<file path="src/rtl/operand_fetch_stage.sv">
// Register file plus one-entry operand register in front of the ALU, with writeback forwarding.
// Define OPERAND_FETCH_ZERO_R0_EN to hardwire register 0 to zero.
module operand_fetch_stage #(
  parameter int DATA_W   = 8,
  parameter int NUM_REGS = 8,
  parameter int ADDR_W   = 3
) (
  input  logic              clk,
  input  logic              rst,
  input  logic              issue_valid,
  output logic              issue_ready,
  input  logic [ADDR_W-1:0] rs1,
  input  logic [ADDR_W-1:0] rs2,
  input  logic [ADDR_W-1:0] rd_in,
  output logic              out_valid,
  input  logic              out_ready,
  output logic [DATA_W-1:0] data1,
  output logic [DATA_W-1:0] data2,
  output logic [ADDR_W-1:0] rd_out,
  input  logic              wb_en,
  input  logic [ADDR_W-1:0] wb_addr,
  input  logic [DATA_W-1:0] wb_data
);

`ifdef OPERAND_FETCH_ZERO_R0_EN
  localparam bit ZERO_R0 = 1'b1;
`else
  localparam bit ZERO_R0 = 1'b0;
`endif

  // Handshake: a transfer happens on a rising edge where valid && ready; valid never
  // waits on ready, and the issue side is ready whenever the held pair is empty or leaving.

  logic [DATA_W-1:0] rf [NUM_REGS];
  logic [ADDR_W-1:0] src1_q, src2_q;
  logic [DATA_W-1:0] rf_rs1, rf_rs2, fwd1, fwd2;
  logic              accept, hit1, hit2, ref1, ref2;

  // True when the writeback this cycle targets an existing, writable register a.
  function automatic logic wb_hits(input logic [ADDR_W-1:0] a,
                                   input logic              en,
                                   input logic [ADDR_W-1:0] wa);
    logic h;
    h = en && (wa == a) && (int'(a) < NUM_REGS);
    if (ZERO_R0 && (a == '0)) h = 1'b0;
    return h;
  endfunction

  always_comb begin
    rf_rs1 = '0;
    rf_rs2 = '0;
    for (int i = 0; i < NUM_REGS; i++) begin
      if (rs1 == ADDR_W'(i)) rf_rs1 = rf[i];
      if (rs2 == ADDR_W'(i)) rf_rs2 = rf[i];
    end
  end

  assign hit1        = wb_hits(rs1, wb_en, wb_addr);
  assign hit2        = wb_hits(rs2, wb_en, wb_addr);
  assign ref1        = wb_hits(src1_q, wb_en, wb_addr);
  assign ref2        = wb_hits(src2_q, wb_en, wb_addr);
  assign fwd1        = hit1 ? wb_data : rf_rs1;
  assign fwd2        = hit2 ? wb_data : rf_rs2;
  assign issue_ready = !out_valid || out_ready;
  assign accept      = issue_valid && issue_ready;

  always_ff @(posedge clk or posedge rst) begin
    if (rst) begin
      out_valid <= 1'b0;
      data1     <= '0;
      data2     <= '0;
      rd_out    <= '0;
      src1_q    <= '0;
      src2_q    <= '0;
    end else if (accept) begin
      out_valid <= 1'b1;
      data1     <= fwd1;
      data2     <= fwd2;
      rd_out    <= rd_in;
      src1_q    <= rs1;
      src2_q    <= rs2;
    end else begin
      if (out_valid && out_ready) out_valid <= 1'b0;
      // Keep a held operand in step with its source register while waiting.
      if (out_valid && ref1) data1 <= wb_data;
      if (out_valid && ref2) data2 <= wb_data;
    end
  end

  always_ff @(posedge clk or posedge rst) begin
    if (rst) begin
      for (int i = 0; i < NUM_REGS; i++) rf[i] <= '0;
    end else begin
      for (int i = 0; i < NUM_REGS; i++) begin
        if (wb_en && (wb_addr == ADDR_W'(i)) && !(ZERO_R0 && (i == 0)))
          rf[i] <= wb_data;
      end
    end
  end

endmodule

</file>
<file path="config.mk">
export PLATFORM = sky130hd
export DESIGN_NAME = operand_fetch_stage
export DESIGN_NICKNAME = d
export VERILOG_FILES = /design/src/rtl/operand_fetch_stage.sv
export SDC_FILE = /design/constraint.sdc
export NUM_CORES = 1
export LEC_CHECK = 0
export BUFFER_PORTS_ARGS = -buffer_cell sky130_fd_sc_hd__buf_2
export CAP_MARGIN = 20
export CORE_MARGIN = 3
export CORE_UTILIZATION = 54
export DETAILED_ROUTE_END_ITERATION = 8
export GPL_TIMING_DRIVEN = 0
export PLACE_DENSITY_LB_ADDON = 0.2
export SLEW_MARGIN = 20
export SYNTH_ARGS = -nofsm -noshare
export SYNTH_HDL_FRONTEND = slang
export SYNTH_SLANG_ARGS = --single-unit
</file>
<file path="constraint.sdc">
create_clock -name clk -period 2.5 [get_ports clk]
set_input_delay 0.25 -clock clk [delete_from_list [all_inputs] [get_ports clk]]
set_output_delay 0.25 -clock clk [all_outputs]
set_load 0.01 [all_outputs]
</file>
* Word-level counts from Yosys, hierarchy flattened
Index checks and enable logic that the tools add are counted.
** Word-level totals
- Bits in registers :: 90
- Output and inout port bits :: 21
** Operators by class
- Eq/ne operators :: 25
- Muxes and demuxes :: 24
- Reductions and logical operators :: 24
** Operator list (number)
- $mux 8 :: 22
- $eq 3x3->1 const B :: 12
- $eq 3x2->1 const B :: 6
- $logic_and 1x1->1 :: 16
- $eq 3x3->1 :: 4
- $eq 3x1->1 const B :: 3
- $logic_not 3->1 :: 3
- $reduce_bool 2->1 :: 3
- $mux 1 :: 2
- $logic_not 1->1 :: 1
- $logic_or 1x1->1 :: 1

* Longest topological paths before layout
Gate-level depths: netlist of the first run.
- Depth in word-level cells :: 11
- Depth in mapped cells :: 7
- Gate-level depth less buffers :: 5

* Least setup slack after synthesis of the first run
Ideal clock, no wire load.
- Path type :: flip-flop to flip-flop
- From :: register out_valid
- To :: register data2[7]
- Library setup time :: 0.126 ns
- Data arrival time :: 1.437 ns
- Data required time :: 2.374 ns
- Setup slack :: 0.937 ns
- Stages on the path, launching flop included :: 6
- Buffers on the path :: 0
- Period minus slack after synthesis :: 1.563 ns
- Cell sequence :: dfrtp_1 nand2b_1 nand2_1 nor2_1 nor2_1 a221o_1
** Between the ends
- Word-level cells in the longest chain between the ends :: 4
- Elaborated cells on any way between the ends :: 6
- Classes of those cells :: 1 x mux; 5 x reduce/logical
** Ends and longest elaborated chain
- start: declaration :: line 15 : output logic out_valid,
- start signal: assignment :: line 69 : out_valid <= 1'b0;
- start signal: assignment :: line 76 : out_valid <= 1'b1;
- start signal: assignment :: line 83 : if (out_valid && out_ready) out_valid <= 1'b0;
- $logic_not 1->1 (*) :: line 64 : assign issue_ready = !out_valid || out_ready;
- $logic_or 1x1->1 (*) :: line 64
- net issue_ready :: line 11 : output logic issue_ready,
- $logic_and 1x1->1 (*) :: line 65 : assign accept = issue_valid && issue_ready;
- $mux 8 / $reduce_bool 2->1 (equally long branches)
- end signal: assignment :: line 78 : data2 <= fwd2;
- end signal: assignment :: line 86 : if (out_valid && ref2) data2 <= wb_data;
- end: declaration :: line 18 : output logic [DATA_W-1:0] data2,
The timed path passes the listed nets; every way through them passes the cells marked *.
A chain may end at the register's enable or synchronous reset.

* Final worst setup path of the first run
- From :: register out_valid
- To :: register data2[0]
** Between the ends
- Word-level cells in the longest chain between the ends :: 4
- Elaborated cells on any way between the ends :: 6
- Classes of those cells :: 1 x mux; 5 x reduce/logical
** Ends and longest elaborated chain (line)
- $logic_not 1->1 :: 64
- $logic_or 1x1->1 :: 64
- $logic_and 1x1->1 :: 65
- $mux 8 / $reduce_bool 2->1 (equally long branches)
Several ways; a longest one is shown, not always the timed one.

==> qor.yml, run 1 <==
die_w_um: 103
worst_slack_ns: 0.495
cp-start-kind: "flop"
grt_pass1_wl_um: 21200
worstSetupPathType: "flop to flop"
seqCellArea_um2: 2250
ant_nets: 0
hold_ws_ns: 0.0905
max_slew_margin_pct: 22.5
worstMarginPinSlew_ns: 1.16
yosys.cell_types.count: 48
fin_cells: 575
rsz0062_at_grt: "false"
clk_pin_slew_ns: 0.08
finalSetupViolCount: 0
cts_setup_buffers: 0
vdd_ir_drop_max_uv: 411
hold_viol: 0
syn_inst: 417
firstDrtPassIters: 5
tns_ns: 0
htreeDepth: 3
clk_path_buf_depth: 2
grt_util_all_layers_pct: 27.8
grt_pass1_vias: 3890
hold_path.class: "input pin to flop"
arrival_ns: 2.27
synthXorXnorAreaFrac_pct: 2.08
synth_fp_nets: 442
synth_top_family_by_area: "multiplexers"
cts_sinks: 90
synth-seq-cells: 90
placed_cells: 559
synth_top_area_cell: "dfrtp_1"
maxClockFrequency_mhz: 499
portBuffers: 32
drive_gt1_share_pct: 39.0
netlist.area_leader.share_pct: 44.6
num_vias: 3846
required_ns: 2.76
cp-end-kind: "flop"
synth_flop_cell: "dfrtp_1"
drt_iter0_drc: 288
n_fill_cell: 737
drc_errors: 0
synth-compound-area-share_pct: 11.7
cts_made_buffers: 9
grt_max_degree: 32
finalNetCount: 488
antenna_cells: 0
antenna_found_initial: 0
slew_violations: 0
wl_um: 14000
synth-simple-area-share_pct: 10.6
p_total_mw: 4.22
via_per_inst: 6.69
synth_fa_ha_area_share_pct: 0
die_h_um: 103
seq_area_frac_synth_pct: 44.6
dpl.hpwl_um: 9080
clock_latency_ns: 0.36
die-area_um2: 10500
min_period_over_period_pct: 80.2
post-route-min-period_ns: 2.00
cts_resized: 0
core-area_um2: 8890
multi_input_comb_area_um2: 2530
io_pins: 46
fin_skew_ns: 0.00738
p_per_area_nw_per_um2: 751
synth_edf_count: 0
initial_utilization_pct: 56.8
maxCapViolCount: 0
cts_root_buf: "clkbuf_8"
synth_area_per_cell_um2: 12.1
grt_overflow: 0
yosys_warnings: 0
synthMuxAreaShare_pct: 25.7
leakagePower_nw: 2.38
netlist_area_um2: 5050
synth_area_leaders: "dfrtp_1, mux2_2, mux4_2"
path_max_fanout: 9
num_rows: 34
async_flop_share_pct: 100
dp_slack_ns: 0.505
outcome: "finished, final reports clean"
area_delta_synth_final_pct: 11.4
cts_tree: "built"
gp_congestion: 0.889
holdBufCountCts: 1
post_drt_wl_per_cell_um: 24.3
cell type report:
class	instances	area share [%]
buffer	35	4.25
multi-input combinational	284	44.9
clock buffer	11	2.69
timing repair buffer	35	3.74
tap	108	2.40
clock inverter	4	1.31
inverter	8	0.601
sequential	90	40.1
cell usage after synthesis, types with 8 or more instances:
cell type / n
nand2_1: 31
mux4_2: 13
inv_1: 8
a22oi_1: 10
dfrtp_1: 90
nor2_1: 19
mux2_2: 76
a21oi_1: 11
o21ai_0: 19
buf_2: 11
nand3b_1: 11
xnor2_1: 8
o311ai_2: 8
o22ai_1: 10
buf_6: 11
critical path, cell delays in order (launching register included):
cell,delay (ns)
dfrtp_1,0.42
nand2b_1,0.12
nand2_1,0.26
nor2_1,0.61
o221ai_1,0.34
o311ai_2,0.16
kinds of logic (layout without fill, tap and decap cells):
group,count (synthesis),in the layout
mux,99,99
buf+inv,43,93
compound gates,77,77
simple gates,96,96
xor+xnor,12,12
flops,90,90
flip-flops by register name, indices dropped and copies added, names as in the netlist:
name,cells
src1_q,3
data2,8
rd_out,3
rf,64
data1,8
out_valid,1
src2_q,3
per-stage QoR:
step	cell area [um^2]	util, %
floorplan	5050	-
finish	5620	63.2
global route	5620	63.2
global placement	5350	60.1
CTS	5620	63.2
detailed placement	5390	60.6
report_power, final:
group	switching (mW)	internal, mW	total, mW
registers	0.236	1.76	2.00
logic	0.502	0.585	1.09
clock network	0.518	0.614	1.13
routing by layer:
metal	track usage, %	routed length, um	vias up
li1	-	-	1639
met1	34.5	5560	1962
met4	13.1	740	0
met2	45.4	6610	187
met3	7.37	1040	58
met5	0	0	-
cells in the final DEF, fill, tap and decap left out, drive strengths merged, types with 5 or more instances in the layout:
cell type,Yosys,routed
mux2,76,76
buf,32,66
nand2b,7,7
inv,8,8
dfrtp,90,90
nor2,19,19
a21oi,11,11
mux4,16,16
o22ai,10,10
mux2i,7,7
nand3b,11,11
nand2,31,31
nor3,5,5
xnor2,8,8
a22oi,10,10
o21ai,19,19
clkbuf,3,14
o311ai,9,9
path summary, 6_finish.rpt:
kind	from	end	slack (ns)	cells past startpoint
worst max-delay path	out_valid	data2[0]	0.50	5
worst min register to register	data2[2]	data2[2]	0.48	2
max in group asynchronous	rst	rf[17]	1.39	4
worst max register to register	out_valid	data2[0]	0.50	5
worst min-delay path	issue_valid	out_valid	0.09	2
min in group asynchronous	rst	rf[23]	0.52	3
Note: power is estimated with default switching activity, not from simulation.
==> run 2, diff against run 1 <==
==> constraint.sdc (replaced) <==
create_clock -name clk -period 1.7 [get_ports clk]
set_input_delay 0.17 -clock clk [delete_from_list [all_inputs] [get_ports clk]]
set_output_delay 0.17 -clock clk [all_outputs]
set_load 0.01 [all_outputs]
==> qor.yml, run 2 (synthesis gave the netlist of run 1 again) <==
outcome: "finished, final reports clean"  # unchanged
drive_gt1_share_pct: 39.8  # was 39.0%
slew_violations: 0  # unchanged
die_h_um: 103  # unchanged
cts_tree: "built"  # unchanged
path_cells: "nand2b_1, nand2_4, or2_4, buf_6, o311ai_2"  # was nand2b_1, nand2_1, nor2_1, o221ai_1, o311ai_2
post-route-min-period_ns: 1.59  # was 2.00 ns
htreeDepth: 3  # unchanged
p_total_mw: 6.23  # was 4.22 mW
top_register: "rf"  # unchanged
arrival_ns: 1.85  # was 2.27 ns
via_per_inst: 6.70  # was 6.69
rsz0062_at_grt: "false"  # unchanged
required_ns: 1.96  # was 2.76 ns
worst_slack_ns: 0.111  # was 0.495 ns
post_drt_wl_per_cell_um: 24.5  # was 24.3 um
clk_pin_slew_ns: 0.09  # was 0.08 ns
die-area_um2: 10500  # unchanged
maxClockFrequency_mhz: 630  # was 499 MHz
p_per_area_nw_per_um2: 1100  # was 751 nW/um^2
grt_pass1_vias: 3907  # was 3890
grt_max_degree: 32  # unchanged
core-area_um2: 8890  # unchanged
maxCapViolCount: 0  # unchanged
worstSetupPathType: "flop to flop"  # unchanged
largest_reg_flops: 64  # unchanged
max_slew_margin_pct: 23.1  # was 22.5%
leakagePower_nw: 2.40  # was 2.38 nW
fin_skew_ns: 0.00519  # was 0.00738 ns
wl_um: 14100  # was 14000 um
reg_top3: "rf (64), data1 (8), data2 (8)"  # unchanged
cts_sinks: 90  # unchanged
cp-start-kind: "flop"  # unchanged
clock_latency_ns: 0.37  # was 0.36 ns
grt_overflow: 0  # unchanged
clk_path_buf_depth: 2  # unchanged
seqCellArea_um2: 2250  # unchanged
drc_errors: 0  # unchanged
cts_root_buf: "clkbuf_8"  # unchanged
num_vias: 3855  # was 3846
portBuffers: 32  # unchanged
dpl.hpwl_um: 9080  # unchanged
cts_made_buffers: 9  # unchanged
finalNetCount: 488  # unchanged
n_fill_cell: 731  # was 737
hold_path.class: "input pin to flop"  # unchanged
antenna_cells: 0  # unchanged
gp_congestion: 0.889  # unchanged
cpPeakStageDelay_ns: 0.42  # was 0.61 ns
firstDrtPassIters: 6  # was 5
grt_util_all_layers_pct: 27.8  # about the same
cp-end-kind: "flop"  # unchanged
finalSetupViolCount: 0  # unchanged
vdd_ir_drop_max_uv: 602  # was 411 uV
cts_setup_buffers: 0  # unchanged
min_period_over_period_pct: 93.4  # was 80.2%
drt_iter0_drc: 305  # was 288
initial_utilization_pct: 56.8  # unchanged
num_rows: 34  # unchanged
ant_nets: 0  # unchanged
die_w_um: 103  # unchanged
dp_slack_ns: -0.256  # was 0.505 ns
hold_viol: 0  # unchanged
area_delta_synth_final_pct: 12.0  # was 11.4%
worstMarginPinSlew_ns: 1.15  # was 1.16 ns
multi_input_comb_area_um2: 2560  # was 2530 um^2
layout_common_cells: "dfrtp_1, mux2_2, buf_2"  # unchanged
final_common_cell: "dfrtp_1"  # unchanged
path_max_fanout: 10  # was 9
io_pins: 46  # unchanged
grt_pass1_wl_um: 21300  # was 21200 um
antenna_found_initial: 0  # unchanged
cp_slowest_cell: "dfrtp_1"  # was nor2_1
-- run 2: power by group --
part | leakage [nW] | switching, mW | total [mW] | internal (mW)
Combinational | 1.21 | 0.746 | 1.61 | 0.868
Sequential | 1.08 | 0.348 | 2.94 | 2.60
Clock | 0.116 | 0.767 | 1.67 | 0.904
-- run 2: metal layers --
layer  vias up  wire (um)  track usage, %
li1       1641          -               -
met1      1940       5410            34.3
met2       219       6810            45.6
met3        55       1180            7.31
met4         0        674            13.5
met5         -          0               0
-- run 2: worst paths after layout --
| kind | slack, ns | cells past startpoint | to | start |
|---|---|---|---|---|
| worst min register to register | 0.48 | 2 | data2[2] | data2[2] |
| max in group asynchronous | 0.68 | 4 | rf[18] | rst |
| worst max-delay path | 0.11 | 5 | data1[3] | out_valid |
| worst max register to register | 0.11 | 5 | data1[3] | out_valid |
| min in group asynchronous | 0.44 | 3 | rf[23] | rst |
| worst min-delay path | 0.03 | 2 | rd_out[1] | rd_in[1] |
-- run 2: layout make-up --
class	count	area share, %
Clock buffer	11	2.68
Clock inverter	4	1.31
Sequential cell	90	39.8
Inverter	8	0.597
Timing Repair Buffer	35	3.72
Multi-Input combinational cell	284	45.3
Tap cell	108	2.39
Buffer	35	4.23
-- run 2: worst max-delay path, delay by kind of cell (launching register included) --
kind	cells	cell delay, ns
flip-flops	1	0.42
AND/OR/NAND/NOR	3	0.60
AO/OA/AOI/OAI	1	0.31
buffers and inverters	1	0.16
-- run 2: through the flow --
stage	setup TNS [ns]	area, um^2	utilization (%)	hold slack [ns]	std cells
final	0	5650	63.6	0.0303	575
after global routing	0	5650	63.6	0.0248	575
after CTS	0	5630	63.4	0.0187	575
after detailed placement	-7.50	5390	60.6	0.306	559
after global placement	-18.03	5350	60.1	0.377	557
after floorplan	0	5050	-	0.278	417
-- run 2: what timing repair did --
item,in CTS,in global routing
hold buffers,1,0
gates resized for setup,5,3
hold endpoints to repair,28,0
endpoints found under the setup margin,16,7
==> run 3, diff against run 2 <==
--- a/config.mk
+++ b/config.mk
@@ -5,6 +5,7 @@
 export SDC_FILE = /design/constraint.sdc
 export NUM_CORES = 1
 export LEC_CHECK = 0
+export ABC_AREA = 1
 export BUFFER_PORTS_ARGS = -buffer_cell sky130_fd_sc_hd__buf_2
 export CAP_MARGIN = 20
 export CORE_MARGIN = 3
==> qor.yml, run 3 <==
outcome: "finished, final reports clean"  # unchanged
firstDrtPassIters: 5  # was 6
die-area_um2: 10100  # was 10500 um^2
finalNetCount: 744  # was 488
via_per_inst: 5.76  # was 6.70
cts_made_buffers: 9  # unchanged
num_vias: 4776  # was 3855
ff2ff_setup_slack_ns: 0.16  # was 0.11 ns
synth_top_area_cell: "dfrtp_1"  # unchanged
initial_utilization_pct: 57.3  # was 56.8%
num_rows: 33  # was 34
yosys.cell_types.count: 23  # was 48
arrival_ns: 1.83  # was 1.85 ns
die_h_um: 101  # was 103 um
ant_nets: 0  # unchanged
maxClockFrequency_mhz: 649  # was 630 MHz
dp_slack_ns: -0.0163  # was -0.256 ns
top_register: "rf"  # unchanged
rsz0062_at_grt: "false"  # unchanged
drt_iter0_drc: 507  # was 305
clk_path_buf_depth: 2  # unchanged
seq_area_frac_synth_pct: 46.5  # was 44.6%
grt_overflow: 0  # unchanged
maxCapViolCount: 0  # unchanged
post_drt_wl_per_cell_um: 16.1  # was 24.5 um
reg_top3: "rf (64), data1 (8), data2 (8)"  # unchanged
syn_inst: 661  # was 417
worstSetupPathType: "flop to flop"  # unchanged
final_common_cell: "nand2_1"  # was dfrtp_1
netlist_area_um2: 4850  # was 5050 um^2
cts_setup_buffers: 0  # unchanged
hold_viol: 0  # unchanged
cpPeakStageDelay_ns: 0.41  # was 0.42 ns
drc_errors: 0  # unchanged
synth_area_leaders: "dfrtp_1, nand2_1, o21ai_0"  # was dfrtp_1, mux2_2, mux4_2
layout_common_cells: "nand2_1, dfrtp_1, o21ai_0"  # was dfrtp_1, mux2_2, buf_2
path_max_fanout: 10  # unchanged
post-route-min-period_ns: 1.54  # was 1.59 ns
synth_common_cells: "nand2_1, dfrtp_1, o21ai_0"  # was dfrtp_1, mux2_2, nand2_1
die_w_um: 101  # was 103 um
grt_pass1_wl_um: 22100  # was 21300 um
vdd_ir_drop_max_uv: 587  # was 602 uV
clock_latency_ns: 0.37  # about the same
antenna_cells: 0  # unchanged
required_ns: 1.99  # was 1.96 ns
synth_flop_cell: "dfrtp_1"  # unchanged
synth_edf_count: 0  # unchanged
yosys_warnings: 0  # unchanged
io_pins: 46  # unchanged
async_flop_share_pct: 100  # unchanged
cts_tree: "built"  # unchanged
gp_congestion: 0.911  # was 0.889
slew_violations: 0  # unchanged
clk_pin_slew_ns: 0.10  # was 0.09 ns
leakagePower_nw: 2.79  # was 2.40 nW
min_period_over_period_pct: 90.7  # was 93.4%
netlist.area_leader.share_pct: 46.5  # was 44.6%
synth_fp_nets: 686  # was 442
largest_reg_flops: 64  # unchanged
grt_util_all_layers_pct: 27.8  # about the same
hold_ws_ns: 0.0140  # was 0.0303 ns
cp-start-kind: "flop"  # unchanged
max_slew_margin_pct: 56.1  # was 23.1%
path_cells: "nand2_2, nand2_2, inv_4, nand2_2, buf_4, a21oi_1, nand2_1, a21oi_1"  # was nand2b_1, nand2_4, or2_4, buf_6, o311ai_2
grt_max_degree: 27  # was 32
hold_path.class: "input pin to flop"  # unchanged
htreeDepth: 3  # unchanged
tns_ns: 0  # unchanged
antenna_found_initial: 0  # unchanged
yosysMostFrequentCell: "nand2_1"  # was dfrtp_1
worstMarginPinSlew_ns: 0.657  # was 1.15 ns
cp_slowest_cell: "dfrtp_1"  # unchanged
synth-seq-cells: 90  # unchanged
portBuffers: 41  # was 32
cts_root_buf: "clkbuf_8"  # unchanged
drive_gt1_share_pct: 14.2  # was 39.8%
synth_area_per_cell_um2: 7.33  # was 12.1 um^2
wl_um: 13300  # was 14100 um
dpl.hpwl_um: 10100  # was 9080 um
grt_pass1_vias: 4452  # was 3907
p_per_area_nw_per_um2: 1030  # was 1100 nW/um^2
cts_sinks: 90  # unchanged
worst_slack_ns: 0.159  # was 0.111 ns
core-area_um2: 8460  # was 8890 um^2
cp-end-kind: "flop"  # unchanged
cpMostUsedCell: "nand2_2"
finalSetupViolCount: 0  # unchanged
area_delta_synth_final_pct: 14.0  # was 12.0%
fin_skew_ns: 0.00874  # was 0.00519 ns
run 3: path summary, 6_finish.rpt:
path | startpoint | to | cells past startpoint
worst max-delay path | out_valid | data1[5] | 8
worst min-delay path | rd_in[2] | rd_out[2] | 3
worst max register to register | out_valid | data1[5] | 8
worst min register to register | data2[2] | data2[2] | 2
max in group asynchronous | rst | rf[0] | 5
min in group asynchronous | rst | rf[41] | 3
run 3: cell type report:
type | count | area (um^2)
plain buffers | 26 | 151
repair buffers | 47 | 310
well taps | 105 | 131
multi-input cells | 494 | 2260
inverters | 51 | 198
clock inverters | 7 | 100
flip-flops and latches | 90 | 2250
fillers | 732 | 2940
clock buffers | 9 | 124
run 3: routing by layer:
| metal | vias to the layer above | wire length [um] | global-route usage, % |
|---|---|---|---|
| met2 | 207 | 6260 | 43.7 |
| met4 | 0 | 328 | 10.8 |
| li1 | 2275 | - | - |
| met5 | - | 0 | 0 |
| met1 | 2255 | 5800 | 38.2 |
| met3 | 39 | 955 | 5.05 |
run 3: kinds of logic (layout without fill, tap and decap cells):
kind of cell	Yosys count	after routing	share of synthesized area, %
DFF	90	90	46.5
xor gates and xnor gates	8	8	1.45
AOI/OAI and AO/OA	101	101	10.4
and+or+nand+nor	385	385	34.6
buffers and inverters	77	140	7.02
run 3: timing repair:
| action | CTS | global route |
|---|---|---|
| resized for setup | 1 | 3 |
| endpoints found under the setup margin | 2 | 13 |
| hold buffers | 3 | 0 |
| pin swaps | 0 | 0 |
| hold endpoints to repair | 20 | 0 |
run 3: report_power, final:
group	switching, mW	internal [mW]	total (mW)	leakage (nW)
Combinational	0.758	0.451	1.21	1.56
Sequential	0.296	2.54	2.83	1.12
Clock	0.831	0.844	1.67	0.115
run 3: through the flow:
step / total power [mW] / utilization, % / cells / cell area (um^2)
detailed placement: 4.06 / 62.2 / 810 / 5260
global placement: 3.98 / 61.3 / 807 / 5190
global route: 6.04 / 65.3 / 829 / 5530
CTS: 5.73 / 65.2 / 829 / 5520
floorplan: 3.61 / - / 661 / 4850
finish: 5.72 / 65.3 / 829 / 5530
run 3: critical path, delay by kind of cell, from the launching register on:
| kind | cells | cell delay, ns |
|---|---|---|
| buffers and inverters | 2 | 0.34 |
| AND/OR/NAND/NOR | 4 | 0.45 |
| flip-flops | 1 | 0.41 |
| AO/OA/AOI/OAI | 2 | 0.26 |
